<file path="src/rtl/seqdet_pkg.sv">
// Shared definitions for the parametrised serial pattern detector.
//
// Contents:
//   calc_len_w()  width of a length/progress field able to hold 0..max_len
//   DEF_*         default geometry and reset-time pattern/length
//   len_t         length/progress field for the default geometry
//   pattern_t     pattern/history field for the default geometry
package seqdet_pkg;

  function automatic int calc_len_w(input int max_len);
    return $clog2(max_len + 1);
  endfunction

  localparam int DEF_MAX_LEN = 8;
  localparam int DEF_LEN_W   = calc_len_w(DEF_MAX_LEN);

  // Legacy "1100" detector behaviour out of reset.
  localparam logic [DEF_MAX_LEN-1:0] DEF_PATTERN = 8'b0000_1100;
  localparam int                     DEF_LEN     = 4;

  typedef logic [DEF_LEN_W-1:0]   len_t;
  typedef logic [DEF_MAX_LEN-1:0] pattern_t;

endpackage

</file>
<file path="src/rtl/seqdet_prefix_calc.sv">
// Longest-prefix search for the pattern detector (purely combinational).
//
// Given the history register before the new bit is shifted in, the number of
// valid history bits, the programmed pattern/length and the incoming bit,
// returns the largest j (0..min(len, hv+1)) for which the newest j history
// bits, taken after the shift, equal the first j pattern bits.
//
// Ports:
//   hist     in   MAX_LEN  history, newest bit in bit 0 (before shift)
//   hv       in   LEN_W    valid history bits before the shift
//   pattern  in   MAX_LEN  first expected bit is pattern[len-1]
//   len      in   LEN_W    programmed pattern length (already clamped)
//   b        in   1        bit being accepted this cycle
//   cand     out  LEN_W    longest matched prefix after accepting b
module seqdet_prefix_calc
  import seqdet_pkg::*;
#(
  parameter int MAX_LEN = DEF_MAX_LEN,
  parameter int LEN_W   = calc_len_w(MAX_LEN)
) (
  input  logic [MAX_LEN-1:0] hist,
  input  logic [LEN_W-1:0]   hv,
  input  logic [MAX_LEN-1:0] pattern,
  input  logic [LEN_W-1:0]   len,
  input  logic               b,
  output logic [LEN_W-1:0]   cand
);

  localparam logic [MAX_LEN-1:0] ALL_ONES = '1;

  logic [MAX_LEN-1:0] new_hist;
  logic [MAX_LEN-1:0] mask;
  logic [MAX_LEN-1:0] pfx;

  // The oldest history bit falls off the end on every shift and never takes
  // part in a comparison.
  logic unused_hist_msb;
  assign unused_hist_msb = hist[MAX_LEN-1];

  assign new_hist = {hist[MAX_LEN-2:0], b};

  // For a candidate j, the first j pattern bits are pattern[len-1 -: j];
  // shifting right by len-j lines them up with new_hist[j-1:0]. Ascending j
  // with a later hit overwriting an earlier one gives priority to the
  // longest prefix.
  always_comb begin
    // NOTE: every variable written here gets a value before any branch, so
    // no path leaves one unassigned and no latch is inferred.
    cand = '0;
    mask = '0;
    pfx  = '0;
    for (int j = 1; j <= MAX_LEN; j++) begin
      mask = ALL_ONES >> (MAX_LEN - j);
      pfx  = pattern >> (len - LEN_W'(j));
      if ((j <= int'(len)) && (j <= int'(hv) + 1) &&
          (((new_hist ^ pfx) & mask) == '0)) begin
        cand = LEN_W'(j);
      end
    end
  end

endmodule

</file>
<file path="src/rtl/seq_detector_param.sv">
// Run-time programmable serial bit-pattern detector with a registered
// one-cycle (Moore-style) match pulse.
//
// Optional build macro: SEQDET_MATCH_CNT_EN
//   defined   -> match_count is a saturating count of detected pulses,
//                cleared by rst and cfg_we
//   undefined -> no counter logic; match_count is tied to 0
//
// Ports:
//   clk          in   1        rising-edge clock
//   rst          in   1        synchronous active-high reset
//   seqIn        in   1        serial data bit
//   in_valid     in   1        seqIn is accepted only when high
//   overlap_en   in   1        1: keep history after a match (overlapping)
//                              0: restart the search after a match
//   cfg_we       in   1        load cfg_pattern/cfg_len (wins over in_valid)
//   cfg_pattern  in   MAX_LEN  first expected bit cfg_pattern[cfg_len-1]
//   cfg_len      in   LEN_W    pattern length; >MAX_LEN clamps, 0 disables
//   detected     out  1        one-cycle pulse after the completing bit
//   progress     out  LEN_W    current matched-prefix length
//   match_count  out  CNT_W    saturating match count (optional feature)
module seq_detector_param
  import seqdet_pkg::*;
#(
  parameter int                 MAX_LEN         = DEF_MAX_LEN,
  parameter int                 LEN_W           = calc_len_w(MAX_LEN),
  parameter logic [MAX_LEN-1:0] DEFAULT_PATTERN = MAX_LEN'(DEF_PATTERN),
  parameter int                 DEFAULT_LEN     = DEF_LEN,
  parameter int                 CNT_W           = 16
) (
  input  logic               clk,
  input  logic               rst,
  input  logic               seqIn,
  input  logic               in_valid,
  input  logic               overlap_en,
  input  logic               cfg_we,
  input  logic [MAX_LEN-1:0] cfg_pattern,
  input  logic [LEN_W-1:0]   cfg_len,
  output logic               detected,
  output logic [LEN_W-1:0]   progress,
  output logic [CNT_W-1:0]   match_count
);

  localparam logic [LEN_W-1:0] LEN_MAX = LEN_W'(MAX_LEN);

  logic [MAX_LEN-1:0] pattern_q, pattern_nxt;
  logic [LEN_W-1:0]   len_q,     len_nxt;
  logic [MAX_LEN-1:0] hist_q,    hist_nxt;
  logic [LEN_W-1:0]   hv_q,      hv_nxt;
  logic [LEN_W-1:0]   progress_q, progress_nxt;
  logic               detected_q, detected_nxt;
  logic [LEN_W-1:0]   cand;

  seqdet_prefix_calc #(
    .MAX_LEN (MAX_LEN),
    .LEN_W   (LEN_W)
  ) u_prefix_calc (
    .hist    (hist_q),
    .hv      (hv_q),
    .pattern (pattern_q),
    .len     (len_q),
    .b       (seqIn),
    .cand    (cand)
  );

  // Next-state logic. Configuration wins over data; seqIn is dropped on a
  // cfg_we cycle. The pulse is the registered result of the previous
  // cycle, so it defaults low and is set only on a completing bit.
  always_comb begin
    // NOTE: combinational logic uses blocking '=' so later statements see
    // the values just computed; the registers below use '<=' so every
    // flop samples the pre-edge state.
    pattern_nxt  = pattern_q;
    len_nxt      = len_q;
    hist_nxt     = hist_q;
    hv_nxt       = hv_q;
    progress_nxt = progress_q;
    detected_nxt = 1'b0;

    if (cfg_we) begin
      pattern_nxt  = cfg_pattern;
      len_nxt      = (cfg_len > LEN_MAX) ? LEN_MAX : cfg_len;
      progress_nxt = '0;
      hv_nxt       = '0;
    end else if (in_valid) begin
      hist_nxt = {hist_q[MAX_LEN-2:0], seqIn};
      hv_nxt   = (hv_q == LEN_MAX) ? hv_q : hv_q + LEN_W'(1);

      if (len_q == '0) begin
        // Zero length disables the detector: cand would trivially equal 0.
        progress_nxt = '0;
      end else if (cand == len_q) begin
        detected_nxt = 1'b1;
        if (overlap_en) begin
          progress_nxt = len_q;
        end else begin
          progress_nxt = '0;
          hv_nxt       = '0;
        end
      end else begin
        progress_nxt = cand;
      end
    end
  end

  always_ff @(posedge clk) begin
    if (rst) begin
      pattern_q  <= DEFAULT_PATTERN;
      len_q      <= LEN_W'(DEFAULT_LEN);
      hv_q       <= '0;
      progress_q <= '0;
      detected_q <= 1'b0;
    end else begin
      pattern_q  <= pattern_nxt;
      len_q      <= len_nxt;
      hv_q       <= hv_nxt;
      progress_q <= progress_nxt;
      detected_q <= detected_nxt;
    end
  end

  // NOTE: the history shift register has no reset; hv is cleared instead
  // and the prefix search ignores any history bit beyond hv.
  always_ff @(posedge clk) begin
    hist_q <= hist_nxt;
  end

  assign detected = detected_q;
  assign progress = progress_q;

`ifdef SEQDET_MATCH_CNT_EN
  logic [CNT_W-1:0] cnt_q;

  always_ff @(posedge clk) begin
    if (rst || cfg_we) begin
      cnt_q <= '0;
    end else if (detected_q && (cnt_q != '1)) begin
      cnt_q <= cnt_q + CNT_W'(1);
    end
  end

  assign match_count = cnt_q;
`else
  assign match_count = '0;
`endif

endmodule

</file>
<file path="config.mk">
export PLATFORM = sky130hd
export DESIGN_NAME = seq_detector_param
export DESIGN_NICKNAME = d
export VERILOG_FILES = /design/src/rtl/seqdet_pkg.sv /design/src/rtl/seqdet_prefix_calc.sv /design/src/rtl/seq_detector_param.sv
export SDC_FILE = /design/constraint.sdc
export NUM_CORES = 1
export LEC_CHECK = 0
export BUFFER_PORTS_ARGS = -buffer_cell sky130_fd_sc_hd__buf_2
export CAP_MARGIN = 0
export CORE_MARGIN = 2
export CORE_UTILIZATION = 49
export DETAILED_ROUTE_END_ITERATION = 8
export PLACE_DENSITY = 0.67
export RECOVER_POWER = 50
export SLEW_MARGIN = 20
export SYNTH_ARGS = -nofsm -noshare
export SYNTH_HDL_FRONTEND = slang
export SYNTH_SLANG_ARGS = --single-unit
export TNS_END_PERCENT = 100
</file>
<file path="constraint.sdc">
create_clock -name clk -period 4.45 [get_ports clk]
set_clock_uncertainty 0.15 [all_clocks]
set_input_delay 0.2225 -clock clk [delete_from_list [all_inputs] [get_ports clk]]
set_output_delay 0.2225 -clock clk [all_outputs]
set_load 0.01 [all_outputs]
</file>
* Word level (Yosys, flattened, before mapping)
Index checks and enable logic that the tools add are counted.
Cells by class: multiplexer cells 17, bitwise logic cells 10, magnitude comparators 17, shift-type cells 8, equality and inequality tests 2, $add $sub $neg 10, reductions and logical operators 28
Operator list (number):
- $le 4x32->1 const A | 4
- $le 3x32->1 const A | 2
- $logic_not 8->1 | 8
- $mux 4 | 14
- $le 2x32->1 const A | 1
- $le 5x32->1 const A | 1
- $le 3x4->1 const A | 4
- $logic_and 1x1->1 | 16
- $sub 4x3->4 const B | 4
- $le 2x4->1 const A | 2
- $shr 8x4->1 | 1
- $shr 8x4->2 | 1
- $shr 8x4->3 | 1
- $shr 8x4->4 | 1
- $shr 8x4->5 | 1
- $shr 8x4->6 | 1
- $shr 8x4->7 | 1
- $shr 8x4->8 | 1
- $sub 4x2->4 const B | 2
- $xor 8x8->8 | 1
- $xor 7x7->7 | 1
- $xor 6x6->6 | 1
- $add 4x1->5 const B | 1
- $xor 5x5->5 | 1
- other kinds (19) | 21
Word-level totals: logic and storage cells 98, register bits after elaboration 28, output and inout port bits 21, bits of input ports 18

* Longest topological paths before layout
depth in word-level cells 16, depth in mapped cells 16, gate-level depth less buffers 12

* Hierarchy
Synthesis repeated with hierarchy kept, for this count alone.
Second synthesis, totals: cell total of the unflattened synthesis 466, area total of the unflattened synthesis 3916.3 µm²
Modules (own cells, without submodules):
- seqdet_prefix_calc | cells an instance 341, area an instance 2587.5 µm², instances 1, sequential area each 0.0 µm²
- seq_detector_param | cells an instance 125, area an instance 1328.8 µm², instances 1, sequential area each 660.6 µm²

* Worst setup path after synthesis
OpenSTA, ideal clock, no wires.
path kind register to register, start point register len_q[2], end point register hv_q[1], setup slack 0.278 ns, buffers on the path 3, setup time 0.138 ns, arrival time 3.884 ns, period minus slack after synthesis 4.172 ns, data required time 4.162 ns, stages on the path, launching flop included 16, cell sequence dfxtp_1 > buf_2 > inv_2 > buf_2 > ha_1 > clkbuf_1 > mux2_2 > a2bb2o_1 > o31ai_1 > a21oi_1 > o21ai_1 > or4b_2 > a21oi_1 > o311ai_2 > nor4b_4 > nor4_1
On the way: cells in the longest elaborated chain, start to end 16, elaborated cells on any way between the ends 68, those cells by class add/sub: 8; order compare: 8; eq/ne: 1; shift: 8; mux: 10; bitwise: 8; reduce/logical: 25
RTL lines:
- start, declared | line seq_detector_param.sv:47 | logic [LEN_W-1:0] len_q, len_nxt;
- start signal, assigned | line seq_detector_param.sv:109 | len_q <= LEN_W'(DEFAULT_LEN);
- start signal, assigned | line seq_detector_param.sv:115 | len_q <= len_nxt;
- $sub 4x1->4 | line seqdet_prefix_calc.sv:54 | pfx = pattern >> (len - LEN_W'(j));
- $shr 8x4->1 | line seqdet_prefix_calc.sv:54
- $xor 1x1->1 | line seqdet_prefix_calc.sv:56 | (((new_hist ^ pfx) & mask) == '0)) begin
- $logic_not 8->1 | line seqdet_prefix_calc.sv:56
- $logic_and 1x1->1 | line seqdet_prefix_calc.sv:55 | if ((j <= int'(len)) && (j <= int'(hv) + 1) &&
- $mux 1 | line seqdet_prefix_calc.sv:55
- $mux 2 | line seqdet_prefix_calc.sv:55
- $mux 4 (6 in series) | line seqdet_prefix_calc.sv:55
- $eq 4x4->1 | line seq_detector_param.sv:92 | end else if (cand == len_q) begin
- $mux 4 | line seq_detector_param.sv:92
- $mux 4 * | line seq_detector_param.sv:89 | if (len_q == '0) begin
- end signal, assigned | line seq_detector_param.sv:116 | hv_q <= hv_nxt;
- end, declared | line seq_detector_param.sv:49 | logic [LEN_W-1:0] hv_q, hv_nxt;
Mark *: on every way between the ends. The rest lies on a longest branch, timed or not. A chain may end at the register's enable or synchronous reset.

* Final worst setup path
start point register len_q[3], end point register hv_q[3]
Same word-level chain as after synthesis.

==> metrics.txt <==
status completed; Worst VDD drop 128.9 uV; antenna fix cells 0; Setup crit start len_q[3]$_SDFFE_PP0P_; CP Data Arrival Time 4.15 ns; DRT Pass-1 Iters 6; Final Max Slew Viols 0; r2r worst-path depth 11; share of the synthesized area in the top cell type 0.1000; leakage power 1.559 nW; CTS tree done; Period minus WS final 4.140 ns; nets 552; Fin. Hold Viols 0; crit-path leading delay family simple AND/OR/NAND/NOR gates; critical path type reg2reg; Residual DRC 0; Cell Rows 33; GPL Wtd Cong 0.9542; die height 96.63 um; Hold Path Stages 3; crit path to hv_q[3]$_SDFFE_PP0P_; H-Tree Depth 1; async set-or-reset flop fraction in the synthesized netlist 0; Cells after Synth 514; Crit path buffers/inverters 1; post-DP HPWL 8835 um; drt wl/cell 19.48 um; MaxCap Viol Count 0; clk slew on worst S/H paths 0.10 ns; most frequent cells in the layout 41 x nand2_1, 35 x nor2_1, 29 x xnor2_1; area growth from synthesis to layout 4.077%; # IOs 39; Clock Latency Late Sink 0.28 ns; Critical Path Fanout Max 19; Reg-to-Reg End hv_q[3]$_SDFFE_PP0P_; PD cells 188.9 mW/mm^2; crit share post-route 0.9304; CP Capture Type flop; DRT Wirelength 12080 um; worst slew pin tran 1.062 ns; CTS-repair resized insts 0; Max-slew headroom 0.2917; Primary FF master, synth dfxtp_1; CP peak stage delay 0.79 ns; Final Setup Violations 0; vias 4054; Die ar. 0.009336 mm^2; layout cells sized above 1 0.1650; Critical Path, Cell by Cell clkbuf_1, xnor2_1, o32a_1, o21a_1, nor3_1, nand4b_1, or4_4, a21oi_1, o311ai_2, nor4b_4, nor4_1; global-route wire length before repair 19350 um; Port Buffers 22; vias in the first global route 3749; total negative slack 0 ns; core area 0.008258 mm^2; post-synth top area cell dfxtp_1; Critical Path RT 4.46 ns; Post-synth EDFFs 7; sequential fraction of the synthesis area 0.1500; placed cell area 0.004312 mm^2; gr ovfl total 0; initial antenna violation count 0; fin area 0.004375 mm^2; most common cell after layout, fill and taps aside nand2_1; Detailed Route Iter0 Violations 422; slowest CP cell clkbuf_1; Die Wd 96.63 um; initial core utilization 0.5091; largest net degree at the start of global routing 51; Mapped Avg Cell Area 8.179 um^2; Distinct cells, synth 85; Ys Warns 0; DR vias/cell 6.539; Detail Route Antenna Nets 0; Critical R2R Launch len_q[3]$_SDFFE_PP0P_; fmax 0.2415 GHz; root buf cell clkbuf_8; top cells by area, synth dfxtp_1 10%, mux4_2 7.5%, mux2i_1 6.2%; clk buf depth 2; flops & latches, synth 28; flop2flop setup slack 0.31 ns; total setup buffers inserted after CTS 0; GRT Util Overall 0.2495; CTS Hold Buffers Added 2; clock buffer count from CTS 3; critical path depth 11; CP Launch Type flop; unrepaired setup endpoints after global routing no; synthesized area 0.004204 mm^2; worst min path class in2reg; clock sink count 28
-- cell usage after synthesis, types with 6 or more instances --
cell / count
nor4b_1: 7
nor4_1: 8
mux2_2: 13
o21ai_1: 6
or3_1: 6
edfxtp_1: 7
nor2_1: 35
buf_4: 18
a21oi_1: 22
nand3_1: 11
nand2b_1: 12
inv_1: 10
nand2_1: 41
mux4_2: 14
dfxtp_1: 21
ha_1: 18
clkbuf_1: 27
a211oi_1: 8
buf_2: 9
nor3_1: 20
mux2i_1: 26
nor2b_1: 8
o21ai_0: 17
xnor2_1: 29
-- kinds of logic (layout without fill, tap and decap cells) --
logic type,Yosys count,count (layout),share of synthesized area
compound gates,118,118,0.2036
xor+xnor,34,34,0.07709
fa+ha+maj,18,18,0.05357
buf+inv,73,59,0.08750
flops,28,28,0.1500
mux,59,59,0.1887
other cells,1,16,0.0008920
simple gates,183,183,0.2387
-- layer usage --
| metal | track usage | routed length [um] | vias to the layer above |
|---|---|---|---|
| met1 | 0.3383 | 5282 | 1926 |
| met4 | 0.06934 | 267 | 0 |
| met5 | 0 | 0 | - |
| li1 | - | - | 1883 |
| met3 | 0.03179 | 875 | 32 |
| met2 | 0.4183 | 5654 | 213 |
-- where the power goes --
part	internal (mW)	switching, mW	leakage, nW
registers	0.271	0.0322	0.238
logic	0.157	0.202	1.29
clock network	0.0794	0.0848	0.0288
total	0.507	0.319	1.56
-- stage by stage --
step,worst slack (ns),utilization,hold WS (ns),cells,power (mW)
final,0.3095,0.5298,0.02018,620,0.8265
after CTS,0.3458,0.5312,0.02176,620,0.8219
after floorplan,0.2778,-,0.1714,529,0.5836
after detailed placement,0.3612,0.5221,0.2851,614,0.6577
after global routing,0.01172,0.5298,0.01670,620,0.8726
after global placement,0.4795,0.5221,0.2798,614,0.6524
-- final cells by class --
| type | count | area, um^2 |
|---|---|---|
| fill | 798 | 3882 |
| multi-input combinational | 428 | 3262 |
| sequential | 28 | 631.9 |
| timing repair buffer | 40 | 239.0 |
| tap | 105 | 131.4 |
| inverter | 15 | 56.30 |
| clock buffer | 4 | 55.05 |
-- sequential cells by signal, indices dropped and copies added (netlist names) --
| name | count |
|---|---|
| len_q | 4 |
| detected | 1 |
| pattern_q | 8 |
| hist_q | 7 |
| progress | 4 |
| hv_q | 4 |
-- tightest hold or removal path, stage by stage --
cell	delay [ns]
buf_2	0.07
mux2i_1	0.05
nor2_1	0.07
-- worst min path at each step --
stage / start / endpoint / slack [ns]
floorplan: seqIn / hist_q[0]$_DFFE_PP_ / 0.17
global route: cfg_pattern[4] / pattern_q[4]$_SDFFE_PP0P_ / 0.02
CTS: cfg_len[3] / len_q[2]$_SDFFE_PP1P_ / 0.02
detailed placement: cfg_pattern[3] / pattern_q[3]$_SDFFE_PP1P_ / 0.29
global placement: cfg_pattern[3] / pattern_q[3]$_SDFFE_PP1P_ / 0.28
finish: cfg_pattern[5] / pattern_q[5]$_SDFFE_PP0P_ / 0.02
No activity file was read; power rests on OpenSTA's default activity.
